File: src/rtl/joy_db15_pkg.sv
// Shared constants for the DB15 serial joystick link: frame size, button bit map, wire polarity.
package joy_db15_pkg;

  localparam int DB15_FRAME_BITS = 32;

  localparam int JOY_BIT_R      = 0;
  localparam int JOY_BIT_L      = 1;
  localparam int JOY_BIT_D      = 2;
  localparam int JOY_BIT_U      = 3;
  localparam int JOY_BIT_A      = 4;
  localparam int JOY_BIT_B      = 5;
  localparam int JOY_BIT_C      = 6;
  localparam int JOY_BIT_D_BTN  = 7;
  localparam int JOY_BIT_E      = 8;
  localparam int JOY_BIT_F      = 9;
  localparam int JOY_BIT_START  = 10;
  localparam int JOY_BIT_SELECT = 11;

  // Level a pressed button shows on JOY_DATA.
  localparam logic DB15_PRESSED_LVL = 1'b0;

  function automatic logic [31:0] db15_wire_word(input logic [15:0] j1, input logic [15:0] j2);
    return (DB15_PRESSED_LVL == 1'b1) ? {j2, j1} : ~{j2, j1};
  endfunction

endpackage

File: src/rtl/joy_db15_tx_if.sv
// Serial pins between the user-port master and the DB15 target: load/clock in, data out.
interface joy_db15_tx_if;
  logic JOY_CLK;
  logic JOY_LOAD;
  logic JOY_DATA;

  modport master (output JOY_CLK, output JOY_LOAD, input JOY_DATA);
  modport slave  (input JOY_CLK, input JOY_LOAD, output JOY_DATA);
endinterface

File: src/rtl/sync_edge.sv
// Two-flop synchroniser for an asynchronous pin with registered history for rise/fall pulses.
// Level appears 2 clk after the pin; edge pulses last one clk.
module sync_edge #(
  parameter logic RST_VAL = 1'b0
) (
  input  logic clk,
  input  logic rst_n,
  input  logic din,
  output logic lvl,
  output logic rise,
  output logic fall
);

  logic meta_q, sync_q, prev_q;
  logic meta_d, sync_d, prev_d;

  always_comb begin
    meta_d = din;
    sync_d = meta_q;
    prev_d = sync_q;
  end

  always_ff @(posedge clk) begin
    if (!rst_n) begin
      meta_q <= RST_VAL;
      sync_q <= RST_VAL;
      prev_q <= RST_VAL;
    end else begin
      meta_q <= meta_d;
      sync_q <= sync_d;
      prev_q <= prev_d;
    end
  end

  assign lvl  = sync_q;
  assign rise = sync_q & ~prev_q;
  assign fall = ~sync_q & prev_q;

endmodule

File: src/rtl/joy_db15_tx.sv
// Target side of the DB15 joystick adapter: 74HC165-style shift chain of two joystick words.
// JOY_DATA follows a pin edge within 3 clk; frame_done pulses once per frame; link_active tracks LOAD activity.
module joy_db15_tx
  import joy_db15_pkg::*;
#(
  parameter int FRAME_BITS  = DB15_FRAME_BITS,
  parameter int TIMEOUT_CYC = 480000
) (
  input  logic                I_CLK_48M,
  input  logic                I_RESETn,
  joy_db15_tx_if.slave        joy,
  input  logic [15:0]         joystick1,
  input  logic [15:0]         joystick2,
  output logic                frame_done,
  output logic                link_active
);

  localparam int              CNT_W   = $clog2(FRAME_BITS + 1);
  localparam logic [CNT_W-1:0] CNT_FULL = CNT_W'(FRAME_BITS);
  localparam logic [19:0]     TMO_MAX = 20'(TIMEOUT_CYC);

  logic clk_lvl, clk_rise, clk_fall;
  logic load_lvl, load_rise, load_fall;

  sync_edge #(.RST_VAL(1'b0)) u_sync_clk (
    .clk   (I_CLK_48M),
    .rst_n (I_RESETn),
    .din   (joy.JOY_CLK),
    .lvl   (clk_lvl),
    .rise  (clk_rise),
    .fall  (clk_fall)
  );

  sync_edge #(.RST_VAL(1'b1)) u_sync_load (
    .clk   (I_CLK_48M),
    .rst_n (I_RESETn),
    .din   (joy.JOY_LOAD),
    .lvl   (load_lvl),
    .rise  (load_rise),
    .fall  (load_fall)
  );

  logic unused_edges;
  assign unused_edges = &{1'b0, clk_lvl, clk_fall, load_rise};

  logic [FRAME_BITS-1:0] sr_q, sr_d;
  logic [CNT_W-1:0]      bit_cnt_q, bit_cnt_d;
  logic                  frame_done_q, frame_done_d;
  logic [19:0]           tmo_cnt_q, tmo_cnt_d;
  logic                  seen_q, seen_d;
  logic                  link_active_q, link_active_d;

  // Load holds priority over shift, so a clock edge during LOAD low is dropped.
  always_comb begin
    sr_d         = sr_q;
    bit_cnt_d    = bit_cnt_q;
    frame_done_d = 1'b0;
    if (!load_lvl) begin
      sr_d      = FRAME_BITS'(db15_wire_word(joystick1, joystick2));
      bit_cnt_d = '0;
    end else if (clk_rise) begin
      sr_d = {1'b1, sr_q[FRAME_BITS-1:1]};
      if (bit_cnt_q != CNT_FULL) begin
        bit_cnt_d    = bit_cnt_q + 1'b1;
        frame_done_d = (bit_cnt_q == CNT_FULL - 1'b1);
      end
    end
  end

  // seen_q keeps link_active low between reset and the first LOAD fall.
  always_comb begin
    seen_d    = seen_q | load_fall;
    tmo_cnt_d = tmo_cnt_q;
    if (load_fall) begin
      tmo_cnt_d = '0;
    end else if (tmo_cnt_q != TMO_MAX) begin
      tmo_cnt_d = tmo_cnt_q + 1'b1;
    end
    link_active_d = seen_d && (tmo_cnt_d != TMO_MAX);
  end

  always_ff @(posedge I_CLK_48M) begin
    if (!I_RESETn) begin
      sr_q          <= '1;
      bit_cnt_q     <= CNT_FULL;
      frame_done_q  <= 1'b0;
      tmo_cnt_q     <= '0;
      seen_q        <= 1'b0;
      link_active_q <= 1'b0;
    end else begin
      sr_q          <= sr_d;
      bit_cnt_q     <= bit_cnt_d;
      frame_done_q  <= frame_done_d;
      tmo_cnt_q     <= tmo_cnt_d;
      seen_q        <= seen_d;
      link_active_q <= link_active_d;
    end
  end

  assign joy.JOY_DATA = sr_q[0];
  assign frame_done   = frame_done_q;
  assign link_active  = link_active_q;

endmodule

File: src/flat_wrapper.sv
// flat-port wrapper written by rule: the top's interface ports become plain ports
module joy_db15_tx_flat import joy_db15_pkg::*;
#(
  parameter int FRAME_BITS  = DB15_FRAME_BITS,
  parameter int TIMEOUT_CYC = 480000
)
  (I_CLK_48M, I_RESETn, joystick1, joystick2, frame_done, link_active, joy_JOY_CLK, joy_JOY_LOAD, joy_JOY_DATA);
  joy_db15_tx_if joy_i ();
  input  logic I_CLK_48M;
  input  logic I_RESETn;
  input  logic [15:0] joystick1;
  input  logic [15:0] joystick2;
  output logic frame_done;
  output logic link_active;
  input wire logic [$bits(joy_i.JOY_CLK)-1:0] joy_JOY_CLK;
  input wire logic [$bits(joy_i.JOY_LOAD)-1:0] joy_JOY_LOAD;
  output wire logic [$bits(joy_i.JOY_DATA)-1:0] joy_JOY_DATA;
  assign joy_i.JOY_CLK = joy_JOY_CLK;
  assign joy_i.JOY_LOAD = joy_JOY_LOAD;
  assign joy_JOY_DATA = joy_i.JOY_DATA;
  joy_db15_tx #(.FRAME_BITS(FRAME_BITS), .TIMEOUT_CYC(TIMEOUT_CYC)) u_core (.I_CLK_48M(I_CLK_48M), .I_RESETn(I_RESETn), .joy(joy_i), .joystick1(joystick1), .joystick2(joystick2), .frame_done(frame_done), .link_active(link_active));
endmodule
File: config.mk
export PLATFORM = sky130hd
export DESIGN_NAME = joy_db15_tx_flat
export DESIGN_NICKNAME = d
export VERILOG_FILES = /design/src/rtl/joy_db15_pkg.sv /design/src/rtl/joy_db15_tx_if.sv /design/src/rtl/sync_edge.sv /design/src/rtl/joy_db15_tx.sv /design/src/flat_wrapper.sv
export SDC_FILE = /design/constraint.sdc
export NUM_CORES = 1
export LEC_CHECK = 0
export BUFFER_PORTS_ARGS = -buffer_cell sky130_fd_sc_hd__buf_4
export CORE_ASPECT_RATIO = 1.75
export CORE_MARGIN = 10
export CORE_UTILIZATION = 35
export CTS_BUF_LIST = sky130_fd_sc_hd__clkbuf_4 sky130_fd_sc_hd__clkbuf_8 sky130_fd_sc_hd__clkbuf_16
export DETAILED_ROUTE_END_ITERATION = 10
export GPL_TIMING_DRIVEN = 0
export SLEW_MARGIN = 20
export SYNTH_ARGS = -nofsm -noshare
export SYNTH_HDL_FRONTEND = slang
export SYNTH_HIERARCHICAL = 1
export SYNTH_SLANG_ARGS = --single-unit
File: constraint.sdc
create_clock -name I_CLK_48M -period 2.8 [get_ports I_CLK_48M]
set_input_delay 0.42 -clock I_CLK_48M [delete_from_list [all_inputs] [get_ports I_CLK_48M]]
set_output_delay 0.42 -clock I_CLK_48M [all_outputs]
set_load 0.1 [all_outputs]
**After elaboration in Yosys (flattened, before gate mapping)**

Cells that the tools add are included.

- Bitwise gates (word level): 6
- Add/subtract/negate cells: 2
- Multiplexer cells: 7
- $mul: 0
- Equality and inequality tests: 6
- Div/mod/pow operators: 0
- Shift operators: 0
- Reduce and logical (&&, ||, !) cells: 5
- $lt $le $gt $ge: 0

Operator list:

| operator | count |
|---|---|
| 32-bit two-way mux | 2 |
| 20-bit two-way mux | 2 |
| 20-bit by 19-bit != test with 1-bit output, second input constant | 2 |
| 32-bit inverter | 1 |
| 20-bit by 1-bit adder with 20-bit output, second input constant | 1 |
| 6-bit two-way mux | 3 |
| 6-bit by 1-bit adder with 6-bit output, second input constant | 1 |
| 6-bit by 5-bit == test with 1-bit output, second input constant | 1 |
| 6-bit != test, second input constant | 1 |
| 2-bit AND reduction | 3 |
| 2-bit by 1-bit != test with 1-bit output, second input constant | 2 |
| 4-bit AND reduction | 1 |
| 1-bit bitwise AND | 2 |
| 1-bit inverter | 2 |
| 1-bit logical AND | 1 |
| 1-bit OR | 1 |

- Register bits: 67
- Latch bits: 0
- Memory bits (writable): 0
- Output and inout bits: 3
- Word-level logic and storage cells: 39
- Memories kept: 0
- ROM bits: 0

**Depth between registers and ports, before layout**

- Depth in word-level cells: 5
- Gate-level depth with buffers: 8
- Gate-level depth less buffers: 8

**By module**

Netlist, hierarchy kept.

Modules (own cells, without submodules):

| module | cells each | instances | area an instance (um2) |
|---|---|---|---|
| joy_db15_tx | 322 | 1 | 3034.2 |
| sync_edge | 8 | 2 | 91.3 |

**Worst setup path before layout**

No wires, ideal clock.

- Path type: register -> register
- From: register u_core.tmo_cnt_q[6]
- To: register u_core.link_active_q, in the netlist u_core/link_active
- Stages on the path, launching flop included: 8
- Arrival time: 1.849 ns
- Setup slack: 0.824 ns
- Clock period less this slack: 1.976 ns
- Library setup time: 0.127 ns
- Buffers on the path: 1
- Path through: dfxtp_1 clkbuf_8 nand4_1 nor4_1 mux2_2 or2b_2 nor4_1 a21boi_1

- Word-level cells in the longest chain between the ends: 5
- Elaborated cells between the ends (all ways): 6
- Classes of those cells: add/sub (1); eq/ne (2); mux (2); reduce/logical (1)

Ends and longest elaborated chain:

| element | line | RTL |
|---|---|---|
| from (decl) | joy_db15_tx.sv:49 | `logic [19:0] tmo_cnt_q, tmo_cnt_d;` |
| from (signal assigned) | joy_db15_tx.sv:94 | `tmo_cnt_q <= tmo_cnt_d;` |
| 20-bit by 1-bit adder with 20-bit output / 20-bit by 19-bit != test with 1-bit output (equally long branches) | joy_db15_tx.sv:77, joy_db15_tx.sv:76 |  |
| 20-bit two-way mux (*) | joy_db15_tx.sv:76 | `end else if (tmo_cnt_q != TMO_MAX) begin` |
| 20-bit two-way mux (*) | joy_db15_tx.sv:74 | `if (load_fall) begin` |
| 20-bit by 19-bit != test with 1-bit output (*) | joy_db15_tx.sv:79 | `link_active_d = seen_d && (tmo_cnt_d != TMO_MAX);` |
| 1-bit logical AND (*) | joy_db15_tx.sv:79 |  |
| to (signal assigned) | joy_db15_tx.sv:96 | `link_active_q <= link_active_d;` |
| to (decl) | joy_db15_tx.sv:51 | `logic link_active_q, link_active_d;` |

Every way passes the cells marked *; elsewhere a longest branch is shown, timed or not.
A chain may end at the register's enable or synchronous reset.

**Worst setup path after layout**

- From: register u_core.tmo_cnt_q[7]
- To: register u_core.link_active_q, in the netlist u_core/link_active

Same word-level chain as after synthesis.

==> summary.md <==
| Metric | Value |
|---|---|
| Status | finished clean |
| Area Growth Syn to Fin | 23.0% |
| Initial antenna violation count | 0 |
| Crit path time final | approximately 2.3 ns |
| Die ar. | 13500 sq um |
| Post-DR vias/cell | roughly 4.8 |
| Fin crit share | 83.8% |
| Flop pwr share | 43.2% |
| Mapped Avg Cell Area | 9.54 sq um |
| Clk sinks | 67 |
| Hold_ws | 0.278 ns |
| Synth Instances | around 340 |
| NetSw | 0.000522 W |
| Combinational share of power | slightly below 8% |
| H-tree depth | 3 |
| Synth warn | 6 |
| VDD IR max | about 380 uV |
| Layout cells sized above 1 | 25.6% |
| Static leakage | 1.50 nW |
| Final nets | 425 |
| Final setup fails | 0 |
| Num ports | 39 |
| Post-Syn Area | 3200 sq um |
| Crit end category | flop |
| # rows | between 40 and 50 |
| Die H | 147 um |
| Fmax | 426 MHz |
| Iteration-0 DRC Markers | between 60 and 70 |
| Final ANT Viol Nets | 0 |
| Clock Latency Late Sink | between 0.3 and 0.4 ns |
| Dpl hpwl | 5160 um |
| Most common cell after layout, fill and taps aside | dfxtp_1 |
| Max Fanout on Critical Path | 8 |
| GRT Resource Usage Total | approximately a tenth |
| Most frequent cells in the layout | dfxtp_1, nand2_1, buf_4, mux2i_1 |
| Routed WL | 6750 um |
| Worst reg2reg path depth | 6 |
| Initial Utilization | 35.7% |
| Placed Area | 3640 sq um |
| Hold Crit Start | joy_JOY_LOAD |
| Clk Tree Root Cell | clkbuf_16 |
| Total Negative Setup Slacks | 0 ns |
| Final hold viol count | 0 |
| Routability cong. | 0.841 |
| Grt ovf | 0 |
| HP Class | in -> reg |
| CTS Hold Bufs | 0 |
| Worst slew margin | between 50% and 60% |
| Post-CTS resize count | 0 |
| Antenna diodes | 0 |
| I/O Buffers | 38 |
| Reg2reg start | u_core/tmo_cnt_q[7]$_SDFF_PN0_ |
| Avg WL per Cell | 13.2 um |
| Mapped Nets | 376 |
| Total core area | roughly 9000 sq um |
| Clk_skew | between 0.004 and 0.005 ns |
| Worst setup startpoint | u_core/tmo_cnt_q[7]$_SDFF_PN0_ |
| Die X | slightly above 90 um |
| Switching Fraction | around 23% |
| Clock Pin Slew Worst Setup and Hold Paths | 0.06 ns |
| Arr. time, crit path | 2.55 ns |
| CP Data Required Time | 3.00 ns |
| Critical path class | reg -> reg |
| CP Launch Type | flop |
| Unrepaired setup endpoints after global routing | false |
| Internal Power | approximately 0.0018 W |
| Via count | 2456 |
| Largest net degree at the start of global routing | 13 |
| DRC | 0 |
| Final Cell Area | 3940 sq um |
| CTS tree | done |
| Vias in the first global route | 2551 |
| Wire length of the first global-routing pass | 11600 um |
| CTS Buffer Depth | 2 |
| Worst Hold Path Cells | 2 |
| CTS Buf Count | 9 |
| PnR Total Power | 0.00231 W |
| TritonRoute pass-1 iters | 4 |
| Max_cap viols | 0 |
| Slew at the pin closest to its max-slew limit | 0.710 ns |
| Clock power share | 49.1% |
| Final Max Tran Viols | 0 |
| Postcts setup bufs | 0 |
| Power Dens Cells | ~600 nW/um^2 |
-- worst paths after layout --
check                                                            end  slack (ns)
worst max-delay path                   u_core/link_active$_SDFF_PN0_        0.45
worst min-delay path            u_core/u_sync_load/meta_q$_SDFF_PN1_        0.28
worst max register to register         u_core/link_active$_SDFF_PN0_        0.45
worst min register to register     u_core/u_sync_load/lvl$_SDFF_PN1_        0.42
-- layer usage --
layer | part of all wire, % | vias up | GRT usage [%]
met2 | 55 | 43 | 19.3
met3 | 4.9 | 11 | 2.87
met5 | 0 | - | 0
met1 | 38 | 1147 | 9.88
li1 | - | 1255 | -
met4 | 2.3 | 0 | 6.59
-- sequential cells by signal, indices dropped and copies added, names as in the netlist --
signal and cells:
u_core/bit_cnt_q 6, u_core/frame_done 1, u_core/link_active 1, u_core/seen_q 1, u_core/sr_q 32, u_core/tmo_cnt_q 20, u_core/u_sync_clk/lvl 1, u_core/u_sync_clk/meta_q 1
u_core/u_sync_clk/prev_q 1, u_core/u_sync_load/lvl 1, u_core/u_sync_load/meta_q 1, u_core/u_sync_load/prev_q 1
-- power groups by stage --
| stage | registers [W] | logic [W] | clock network (W) |
|---|---|---|---|
| after floorplan | 0.00102 | 0.000110 | 0 |
| after global placement | 0.00102 | 0.000180 | 0 |
| after detailed placement | 0.00102 | 0.000182 | 0 |
| after CTS | 0.000999 | 0.000182 | 0.00116 |
| after global routing | 0.00100 | 0.000200 | 0.00121 |
| final | 0.000998 | 0.000179 | 0.00113 |
-- per-stage QoR --
stage / setup WS, ns / cells / util, %
global route: 0.292 / 510 / 43.9
CTS: 0.506 / 510 / 43.9
floorplan: 0.824 / 336 / -
global placement: 0.498 / 494 / 40.5
finish: 0.454 / 510 / 43.9
detailed placement: 0.509 / 494 / 40.5
-- final cells by class --
cell class	instances	area (sq um)
multi-input cells	244	1740
well taps	120	150
fillers	920	5040
clock buffers	10	239
flip-flops and latches	67	1340
clock inverters	6	63.8
repair buffers	38	285
plain buffers	19	101
inverters	6	22.5
-- worst max-delay path, cell delays in order, from the launching register on --
cell and delay [ns]:
dfxtp_1 0.45, nand4_1 0.35, nor4_1 0.38, mux2_2 0.37
or2b_2 0.28, nor4_1 0.24, a21boi_1 0.13
Note: power is estimated with default switching activity, not from simulation.
